--- src/rtl/add_window_acc.sv ---
// add_window_acc: totals WINDOW accepted samples into ACC_W bits with an overflow flag; result valid one cycle after the last sample.
// in_ready drops only when completing a window would overwrite an unread result; ADD_WINDOW_ACC_SAT_EN saturates instead of wrapping.
module add_window_acc #(
  parameter int W      = 15,
  parameter int WINDOW = 16,
  parameter int ACC_W  = 18
) (
  input  logic             clk,
  input  logic             rst,
  input  logic [W-1:0]     sum_in,
  input  logic             in_valid,
  output logic             in_ready,
  output logic [ACC_W-1:0] acc_out,
  output logic             ovf_out,
  output logic             out_valid,
  input  logic             out_ready
);
  localparam int CW = $clog2(WINDOW);
  localparam logic [CW-1:0] LAST = CW'(WINDOW - 1);

  logic [CW-1:0]    cnt;
  logic [ACC_W-1:0] acc;
  logic             ovf;
  logic             last;
  logic             accept;
  logic             carry;
  logic [ACC_W:0]   sum_ext;
  logic [ACC_W-1:0] acc_nxt;

  assign last     = (cnt == LAST);
  assign in_ready = ~(out_valid & ~out_ready & last);
  assign accept   = in_valid & in_ready;
  assign sum_ext  = {1'b0, acc} + {{(ACC_W + 1 - W){1'b0}}, sum_in};
  assign carry    = sum_ext[ACC_W];

`ifdef ADD_WINDOW_ACC_SAT_EN
  assign acc_nxt = carry ? {ACC_W{1'b1}} : sum_ext[ACC_W-1:0];
`else
  assign acc_nxt = sum_ext[ACC_W-1:0];
`endif

  always_ff @(posedge clk) begin
    if (rst) begin
      cnt       <= '0;
      acc       <= '0;
      ovf       <= 1'b0;
      acc_out   <= '0;
      ovf_out   <= 1'b0;
      out_valid <= 1'b0;
    end else begin
      if (out_valid && out_ready)
        out_valid <= 1'b0;
      // A completing window overrides the consume above, so back-to-back results never bubble.
      if (accept) begin
        if (last) begin
          acc_out   <= acc_nxt;
          ovf_out   <= ovf | carry;
          out_valid <= 1'b1;
          acc       <= '0;
          ovf       <= 1'b0;
          cnt       <= '0;
        end else begin
          acc <= acc_nxt;
          ovf <= ovf | carry;
          cnt <= cnt + CW'(1);
        end
      end
    end
  end
endmodule

--- config.mk ---
export PLATFORM = sky130hd
export DESIGN_NAME = add_window_acc
export DESIGN_NICKNAME = d
export VERILOG_FILES = /design/src/rtl/add_window_acc.sv
export SDC_FILE = /design/constraint.sdc
export NUM_CORES = 1
export LEC_CHECK = 0
export CAP_MARGIN = 15
export CORE_AREA = 3 3 89 91
export DETAILED_ROUTE_END_ITERATION = 16
export DIE_AREA = 0 0 92 94
export SETUP_SLACK_MARGIN = 0.3
export SLEW_MARGIN = 10
export SYNTH_ARGS = -nofsm -noshare
export SYNTH_HDL_FRONTEND = slang
export SYNTH_SLANG_ARGS = --single-unit
--- constraint.sdc ---
create_clock -name clk -period 3 [get_ports clk]
set_input_delay 0.6 -clock clk [delete_from_list [all_inputs] [get_ports clk]]
set_output_delay 0.6 -clock clk [all_outputs]
set_load 0.03 [all_outputs]
-- Word-level counts from Yosys, hierarchy flattened
Index checks and enable logic that the tools add are counted.
- add/sub/neg operators: 2
- eq/ne operators: 1
- bitwise operators: 6
- reductions and logical operators: 2
- mux-type cells: 6
- operators with widths (kind ; count):
    adder 18 x 15 -> 19 bit ; 1
    two-way mux 18 bit ; 1
    adder 4 x 1 -> 4 bit (second input constant) ; 1
    == test 4 bit (second input constant) ; 1
    two-way mux 1 bit ; 4
    two-way mux 4 bit ; 1
    bitwise AND 1 bit ; 3
    NOT 1 bit ; 2
    AND reduction 2 bit ; 1
    logical AND 1 bit ; 1
    bitwise OR 1 bit ; 1
- logic and storage cells: 23
- bits in registers: 43

-- Longest topological paths before layout
Gate-level depths: netlist of run 1.
- depth in word-level cells: 6
- gate-level depth with buffers: 9

-- Least setup slack after synthesis of run 1
Ideal clock, no wire load.
- kind: input to register
- start: input port sum_in[0]
- end: register acc[16]
- setup slack: 0.530 ns
- arrival: 2.344 ns
- stages: 9
- cells stage by stage: ha_1 -> inv_1 -> fa_1 -> nand2b_1 -> a21oi_2 -> nor3_1 -> or4_1 -> a31oi_1 -> mux2i_1
- cells in the longest elaborated chain, start to end: 2
- RTL lines (what ; line ; RTL):
    start: declaration ; 10 ; input logic [W-1:0] sum_in,
    adder 18 x 15 -> 19 bit ; 33 ; assign sum_ext = {1'b0, acc} + {{(ACC_W + 1 - W){1'b0}}, sum_in};
    two-way mux 18 bit ; 55 ; if (last) begin
    end signal: assignment ; 63 ; acc <= acc_nxt;
    end: declaration ; 22 ; logic [ACC_W-1:0] acc;
No other way between the ends.
A chain may end at the register's enable or synchronous reset.

-- Worst setup path in the final report of run 1
Same ends and word-level chain as after synthesis.

==> impl_metrics.csv, run 1 <==
group,metric,value,unit
clocking,cts_tree,"done",
worst_hold_path,whs_path_depth,2,
worst_setup_path,r2r_cells,9,
synthesis,ys_types,54,
drt,drtIter0Drc,142,
layout,area_growth,27.8,%
drt,wl,6610,um
drt,vias_per_cell,5.26,
layout,fin_cells,445,
synthesis,yosysWarnings,0,
place,placed_area,3070,um2
clocking,numCtsBuffers,5,
timing,setup_violations,0,
worst_setup_path,slowest_delay,480,ps
synthesis,ys_seq_area_share,34.2,%
drt,firstDrtPassIters,4,
drt,vias,2339,
grt,antenna_found_initial,0,
worst_setup_path,required,3180,ps
grt,overflow,0,
clocking,post_cts_buffers,0,
clocking,numClockSinks,43,
floorplanning,die_w,92,um
clocking,cts_max_path_buffers,2,
clocking,cts.clk_slew.worst_paths,90,ps
floorplanning,ios,40,
drt,ant_nets,0,
worst_setup_path,endpoint_kind,"flop",
worst_setup_path,rr_startpoint,"acc[0]",
place,numPortBuffers,39,
power,combPwrFrac,31.6,%
floorplanning,floorplan.initialDensity,34.9,%
drt,wl_per_cell,14.9,um
synthesis,ys_seq_elements,43,
power,pwr-share-seq,41.3,%
worst_hold_path,min_to,"acc_out[0]",
clocking,root_buffer,"clkbuf_8",
worst_setup_path,cpMaxStageDelayCell,"clkdlybuf4s50_1",
floorplanning,num_rows,31,
power,power,0.00152,W
layout,final_layout_size_suffix_gt1_share,11.3,%
layout,nFillCells,756,
place,placed_cells,437,
place,hpwl,4900,um
grt,grt_pass1_vias,2311,
worst_setup_path,crit_type,"in -> reg",
synthesis,ys_async_sr_fraction,0,%
layout,final_design_area_no_fill,3210,um2
layout,final_nets,381,
power,p_int,0.00100,W
drt,drc,0,
power,clkPwrFrac,27.2,%
synthesis,synth_fp_nets,336,
layout,antennaDiodeCount,0,
grt,grt_pass1_wl,11200,um
grt,grt_max_degree,16,
run,drv_cap,0,
synthesis,ys.flop_type,"dfxtp_1",
worst_setup_path,crit_chain,"clkdlybuf4s50_1 -> ha_2 -> inv_1 -> fa_2 -> nand2b_4 -> a21oi_4 -> nor3_1 -> or4_1 -> a31oi_1 -> mux2i_1",
timing,slew_headroom,67.5,%
worst_setup_path,timing.critical_path.arrival,2770,ps
power,switching_share,33.7,%
floorplanning,fp.dieH,94,um
worst_hold_path,hp-start,"acc_out[0]",
clocking,insertion_delay,310,ps
worst_setup_path,critPathLaunchType,"primary input",
worst_setup_path,r2r_end,"acc[16]",
timing,fin_crit_sh,86.3,%
grt,track_usage,16.1,%
timing,slew_viol_final,0,
power,power.density,472,nW/um2
place,place.gp.congestion,0.849,
timing,rsz0062_at_grt,"yes",
timing,worstMarginPinSlew,486,ps
timing,fin_worst_skew,10.9,ps
timing,max_freq,0.386,GHz
worst_setup_path,crit_fanout,3,
timing,hold_violations,0,
run_status,status,"finished, final reports clean",
power,p_leak,1.24,nW
power,ir_worst_vdd,0.175,mV
synthesis,syn-cell-area,2510,um2
worst_setup_path,r2r_slack,820,ps
clocking,holdBufCountCts,0,
worst_hold_path,hold_path.class,"reg -> reg",
synthesis,syn_inst,300,
floorplanning,die_area,8650,um2
synthesis,synth.avg_cell_area,8.38,um2
timing,final.min_clock_period,2590,ps
floorplanning,coreArea,7210,um2
power,switchingPower,0.000511,W
clocking,cts_htree_levels,2,
synthesis,synth-edff-count,0,
[power by group through the flow]
| stage | combinational [W] | sequential [W] | clock (W) |
|---|---|---|---|
| detailed placement | 0.000459 | 0.000638 | 0 |
| global route | 0.000532 | 0.000630 | 0.000441 |
| floorplan | 0.000337 | 0.000629 | 0 |
| CTS | 0.000468 | 0.000625 | 0.000424 |
| global placement | 0.000457 | 0.000637 | 0 |
| finish | 0.000479 | 0.000625 | 0.000412 |
[cell type report]
cell class / count / area [um2] / area share [%]
Multi-Input combinational cell: 237 / 1620 / 50.3
Sequential cell: 43 / 861 / 26.8
Timing Repair Buffer: 53 / 495 / 15.4
Tap cell: 99 / 124 / 3.86
Clock buffer: 6 / 82.6 / 2.57
Inverter: 5 / 18.8 / 0.584
Clock inverter: 2 / 16.3 / 0.506
[stage by stage]
step / hold WS (ps) / util, % / TNS, ps / setup WS [ps]
2_1_floorplan: 429 / - / 0 / 530
3_3_place_gp: 445 / 42.6 / -0.894 / -0.894
3_5_place_dp: 449 / 42.6 / -89.2 / -73.8
4_1_cts: 465 / 44.3 / 0 / 334
5_1_grt: 492 / 44.5 / 0 / 294
6_report: 462 / 44.5 / 0 / 411
[sequential cells by signal, indices dropped and copies added, names as in the netlist]
signal	count
acc	18
acc_out	18
cnt	4
out_valid	1
ovf	1
ovf_out	1
[cells in the final DEF, fill, tap and decap left out, types with 4 or more instances in the layout]
| cell type | n |
|---|---|
| dfxtp_1 | 43 |
| nand2_1 | 39 |
| clkdlybuf4s50_1 | 39 |
| nor2_1 | 28 |
| a21oi_1 | 24 |
| o21ai_0 | 17 |
| ha_1 | 15 |
| buf_4 | 14 |
| xnor2_1 | 11 |
| nand2b_1 | 9 |
| a21o_1 | 8 |
| a22oi_1 | 6 |
| nand3_1 | 6 |
| nor3_1 | 6 |
| clkbuf_8 | 6 |
| inv_1 | 5 |
| nand3b_1 | 4 |
| a22o_1 | 4 |
[critical path, delay by kind of cell]
| family | cells | cell delay, ps |
|---|---|---|
| and+or+nand+nor | 3 | 670 |
| buffers and inverters | 2 | 530 |
| adders and majority gates | 2 | 530 |
| AOI/OAI and AO/OA | 2 | 350 |
| muxes | 1 | 90 |
[layer usage]
metal	global-route usage, %	vias up	part of all wire [%]
met5	0	-	0
met4	4.33	0	1.5
met3	3.61	12	5.4
met2	25.5	61	44
met1	21.9	1084	49
li1	-	1182	-
[timing repair]
action	in CTS	in global routing
resized for setup	4	3
hold endpoints to repair	0	0
endpoints found under the setup margin	1	5
pin swaps	2	3
[kinds of logic after synthesis]
kind of cell,synth area share [%]
flip-flops,34.2
buffers and inverters,3.13
multiplexers,0.796
XOR/XNOR,4.88
AO/OA/AOI/OAI,27.4
adder cells (fa/ha/maj),8.76
AND/OR/NAND/NOR,20.8
[cells in the mapped netlist (all sizes together) (4+ instances only)]
cell	n	share of area, %
nand3b	4	1.2
a22oi	6	1.8
nand2b	10	2.5
nor2	28	4.2
a21o	8	2.4
xnor2	11	3.8
dfxtp	43	34
clkbuf	10	1.5
ha	16	8.0
buf	5	0.90
inv	5	0.75
a211oi	5	1.7
a21oi	26	5.5
nand3	6	1.2
o21ai	19	3.9
nand2	39	5.8
a22o	4	1.4
nor3	6	1.2
nand4	4	1.2
[worst max-delay path by stage]
stage	depth (start not counted)	from	to
3_3_place_gp	10	sum_in[0]	acc[16]
4_1_cts	10	sum_in[0]	acc[16]
3_5_place_dp	10	sum_in[0]	acc[16]
6_report	10	sum_in[0]	acc[16]
5_1_grt	11	sum_in[0]	acc_out[10]
2_1_floorplan	9	sum_in[0]	acc[16]
Power figures use the tool's default switching activity.
==> run 2: changes to the inputs <==
--- a/config.mk
+++ b/config.mk
@@ -6,9 +6,12 @@
 export NUM_CORES = 1
 export LEC_CHECK = 0
 export CAP_MARGIN = 15
-export CORE_AREA = 3 3 89 91
+export CORE_AREA = 3 3 79 81
+export CTS_BUF_LIST = sky130_fd_sc_hd__clkbuf_4 sky130_fd_sc_hd__clkbuf_8 sky130_fd_sc_hd__clkbuf_16
+export CTS_CLUSTER_DIAMETER = 200
 export DETAILED_ROUTE_END_ITERATION = 16
-export DIE_AREA = 0 0 92 94
+export DIE_AREA = 0 0 82 84
+export PLACE_DENSITY = 0.68
 export SETUP_SLACK_MARGIN = 0.3
 export SLEW_MARGIN = 10
 export SYNTH_ARGS = -nofsm -noshare
==> impl_metrics.csv, run 2 (same netlist as run 1, synthesis figures left out) <==
group,metric,value,unit
layout,multi_input_area,1620,um2
floorplanning,num_rows,27,
timing,layout_setup_ws,428,ps
place,numPortBuffers,39,
layout,layout_commonest_cell,"dfxtp_1",
place,dpl_worst_slack,-60.8,ps
grt,grt_pass1_vias,2296,
worst_setup_path,timing.critical_path.arrival,2800,ps
grt,grt_max_degree,18,
worst_setup_path,required,3230,ps
floorplanning,die_area,6890,um2
layout,regArea,861,um2
power,p_leak,1.24,nW
timing,fin_crit_sh,85.7,%
grt,track_usage,20.0,%
drt,firstDrtPassIters,5,
floorplanning,coreArea,5540,um2
power,power,0.00149,W
drt,vias_per_cell,5.62,
layout,final_layout_size_suffix_gt1_share,10.5,%
timing,rsz0062_at_grt,"no",
clocking,cts_tree,"done",
drt,drc,0,
floorplanning,ios,40,
clocking,holdBufCountCts,0,
clocking,cts_htree_levels,2,
floorplanning,floorplan.initialDensity,45.4,%
clocking,cts.clk_slew.worst_paths,90,ps
drt,ant_nets,0,
worst_setup_path,critPathLaunchType,"primary input",
worst_setup_path,crit_type,"in -> reg",
timing,setup_violations,0,
worst_setup_path,endpoint_kind,"flop",
run_status,status,"finished, final reports clean",
worst_setup_path,crit_fanout,2,
run,drv_cap,0,
clocking,insertion_delay,310,ps
place,place.gp.congestion,0.869,
floorplanning,fp.dieH,84,um
layout,final_nets,379,
timing,max_freq,0.389,GHz
grt,grt_pass1_wl,10900,um
timing,slew_headroom,59.5,%
drt,wl_per_cell,15.4,um
drt,drtIter0Drc,87,
grt,antenna_found_initial,0,
drt,wl,6410,um
clocking,numCtsBuffers,5,
layout,top_regs,"acc: 18 flops, acc_out: 18 flops, cnt: 4 flops",
layout,area_growth,25.5,%
layout,final_cell_mix,"dfxtp_1, nand2_1, clkdlybuf4s50_1",
layout,antennaDiodeCount,0,
clocking,cts_max_path_buffers,2,
clocking,numClockSinks,43,
timing,worstMarginPinSlew,605,ps
drt,vias,2339,
power,ir_worst_vdd,0.281,mV
place,hpwl,4800,um
clocking,root_buffer,"clkbuf_8",
worst_hold_path,hold_path.class,"reg -> reg",
timing,slew_viol_final,0,
grt,overflow,0,
layout,nFillCells,539,
timing,fin_worst_skew,5.96,ps
timing,final.min_clock_period,2570,ps
floorplanning,die_w,82,um
timing,hold_violations,0,
power,power.density,473,nW/um2
[run 2: cell count changes in the layout (fill, tap and decap cells not counted), sizes merged]
| cell | change |
|---|---|
| clkbuf | -1 |
| buf | -2 |
| clkinvlp | +1 |
[run 2: timing repair]
item,in CTS,in global routing
pin swaps,1,2
gates resized for setup,1,5
buffers inserted,1,0
setup endpoints to repair,2,7
[run 2: layout make-up]
cell class / count / share of cell area, %
well taps: 72 / 2.85
flip-flops and latches: 43 / 27.3
clock buffers: 5 / 2.18
inverters: 5 / 0.595
clock inverters: 3 / 0.634
multi-input cells: 237 / 51.2
repair buffers: 51 / 15.2
[run 2: metrics by stage]
step	utilization (%)	area [um2]	std cells	setup TNS, ps	hold WS [ps]
2_1_floorplan	-	2510	300	0	429
3_3_place_gp	54.5	3020	407	0	444
3_5_place_dp	54.5	3020	407	-97.2	451
4_1_cts	56.3	3120	416	0	463
5_1_grt	57.0	3160	416	0	485
6_report	57.0	3160	416	0	460
[run 2: final timing paths]
path               from          end  slack [ps]  depth (start not counted)
min          acc_out[4]   acc_out[4]         460                          2
max           sum_in[0]  acc_out[14]         430                         11
min reg2reg  acc_out[4]   acc_out[4]         460                          2
max reg2reg      acc[0]  acc_out[14]         830                         10
[run 2: power breakdown]
| group | switching [W] | internal (W) | leakage, nW |
|---|---|---|---|
| clock network | 0.000228 | 0.000162 | 0.0402 |
| logic | 0.000266 | 0.000210 | 0.847 |
| registers | 0.0000225 | 0.000603 | 0.350 |
| total | 0.000517 | 0.000975 | 1.24 |
[run 2: layer usage]
metal | wire (um) | vias up | track usage (%) | part of all wire [%]
met1 | 3150 | 1095 | 27.0 | 49
met3 | 271 | 10 | 4.21 | 4.2
li1 | - | 1181 | - | -
met2 | 2910 | 53 | 32.3 | 45
met5 | 0 | - | 0 | 0
met4 | 84 | 0 | 4.98 | 1.3
[run 2: worst max-delay path, cell delays in order]
cell,delay [ps]
clkdlybuf4s50_1,460
ha_1,160
inv_1,60
fa_2,350
nand2b_4,160
a21oi_2,160
buf_4,130
o2111ai_2,150
a21o_1,200
o211a_1,150
a211oi_1,220
==> run 3: changes to the inputs <==
--- a/config.mk
+++ b/config.mk
@@ -12,6 +12,7 @@
 export DETAILED_ROUTE_END_ITERATION = 16
 export DIE_AREA = 0 0 82 84
 export PLACE_DENSITY = 0.68
+export RECOVER_POWER = 100
 export SETUP_SLACK_MARGIN = 0.3
 export SLEW_MARGIN = 10
 export SYNTH_ARGS = -nofsm -noshare
==> impl_metrics.csv, run 3 (same netlist as run 1, synthesis figures left out) <==
group,metric,value,unit
run_status,status,"finished, final reports clean",
worst_setup_path,rr_startpoint,"acc[0]",
worst_setup_path,cp-startpoint,"sum_in[0]",
drt,top_layer,"met4",
floorplanning,die_w,82,um
timing,final.min_clock_period,2730,ps
run,drv_cap,0,
clocking,insertion_delay,310,ps
place,placed_area,3020,um2
floorplanning,ios,40,
drt,ant_nets,0,
drt,dr_wl_met2,2900,um
drt,drc,0,
timing,rsz0062_at_grt,"no",
power,power.density,471,nW/um2
floorplanning,die_area,6890,um2
clocking,numCtsBuffers,5,
place,numPortBuffers,39,
power,p_leak,1.30,nW
worst_setup_path,required,3230,ps
worst_setup_path,r2r_cells,10,
drt,drtIter0Drc,95,
drt,met3_length,329,um
drt,vias,2342,
layout,layout_commonest_cell,"dfxtp_1",
worst_setup_path,crit_fanout,2,
worst_setup_path,crit_type,"in -> reg",
worst_hold_path,hold_path.class,"reg -> reg",
clocking,cts.clk_slew.worst_paths,90,ps
grt,grt_pass1_wl,10900,um
place,dpl_worst_slack,-60.8,ps
clocking,root_buffer,"clkbuf_8",
clocking,cts_tree,"done",
layout,area_growth,25.0,%
worst_setup_path,r2r_end,"acc_out[14]",
timing,fin_crit_sh,91.1,%
drt,wl,6310,um
floorplanning,coreArea,5540,um2
timing,max_freq,0.366,GHz
grt,grt_pass1_vias,2296,
layout,final_design_area_no_fill,3140,um2
grt,overflow,0,
floorplanning,floorplan.initialDensity,45.4,%
timing,layout_setup_ws,268,ps
power,ir_worst_vdd,0.275,mV
worst_setup_path,timing.critical_path.arrival,2960,ps
layout,antennaDiodeCount,0,
floorplanning,fp.dieH,84,um
worst_setup_path,critPathLaunchType,"primary input",
timing,hold_violations,0,
grt,track_usage,20.0,%
place,place.gp.congestion,0.869,
power,power,0.00148,W
worst_setup_path,endpoint_kind,"flop",
layout,final_layout_size_suffix_gt1_share,9.01,%
worst_setup_path,crit_path_end,"acc_out[14]",
drt,vias_per_cell,5.63,
timing,fin_worst_skew,5.21,ps
place,hpwl,4800,um
timing,slew_viol_final,0,
clocking,holdBufCountCts,0,
drt,wl_per_cell,15.2,um
grt,antenna_found_initial,0,
drt,drt-met1-wl,3010,um
layout,final_cell_mix,"dfxtp_1, nand2_1, nor2_1",
layout,top_regs,"acc: 18 flops, acc_out: 18 flops, cnt: 4 flops",
timing,setup_tns,0,ps
timing,worstMarginPinSlew,596,ps
grt,grt_max_degree,18,
drt,firstDrtPassIters,4,
floorplanning,num_rows,27,
worst_setup_path,r2r_slack,740,ps
clocking,cts_max_path_buffers,2,
timing,slew_headroom,60.1,%
clocking,numClockSinks,43,
clocking,cts_htree_levels,2,
layout,final_nets,379,
timing,setup_violations,0,
[run 3: per-layer routing]
| layer | vias to the layer above | GRT usage (%) |
|---|---|---|
| met3 | 6 | 4.21 |
| li1 | 1182 | - |
| met1 | 1101 | 27.0 |
| met2 | 53 | 32.3 |
| met5 | - | 0 |
| met4 | 0 | 4.98 |
[run 3: critical path, cell delays in order]
cell and delay [ps]:
dlygate4sd3_1 530, ha_1 160, inv_1 50, fa_1 410, nand2b_4 170, a21oi_2 150
clkbuf_4 150, o2111ai_2 150, a21o_1 200, o211a_1 150, a211oi_1 220
[run 3: through the flow]
step | instances | hold WS (ps) | util [%]
floorplan | 300 | 429 | -
global placement | 407 | 444 | 54.5
detailed placement | 407 | 451 | 54.5
CTS | 416 | 463 | 56.3
global route | 416 | 482 | 56.7
finish | 416 | 456 | 56.7
[run 3: layout make-up]
cell class	count	area (um2)
clock inverters	3	20.0
inverters	5	18.8
clock buffers	5	68.8
repair buffers	51	469
flip-flops and latches	43	861
fillers	543	2400
well taps	72	90.1
multi-input cells	237	1620
[run 3: report_power, final]
part,internal (W),switching (W),leakage (nW)
registers,0.000603,0.0000225,0.350
clock network,0.000162,0.000222,0.0402
logic,0.000205,0.000266,0.907
total,0.000970,0.000510,1.30
[run 3: what timing repair did]
action / CTS / global route
setup buffers: 1 / 0
endpoints found under the setup margin: 2 / 7
gates resized for setup: 1 / 5
pin swaps: 1 / 2
[run 3: worst min-delay path by stage]
stage / from / to / slack [ps] / cells past startpoint
6_report: acc_out[4] / acc_out[4] / 460 / 2
5_1_grt: acc_out[4] / acc_out[4] / 480 / 2
4_1_cts: acc_out[4] / acc_out[4] / 460 / 2
3_5_place_dp: acc_out[4] / acc_out[4] / 450 / 2
3_3_place_gp: acc_out[9] / acc_out[9] / 440 / 2
2_1_floorplan: acc[11] / acc[11] / 430 / 2
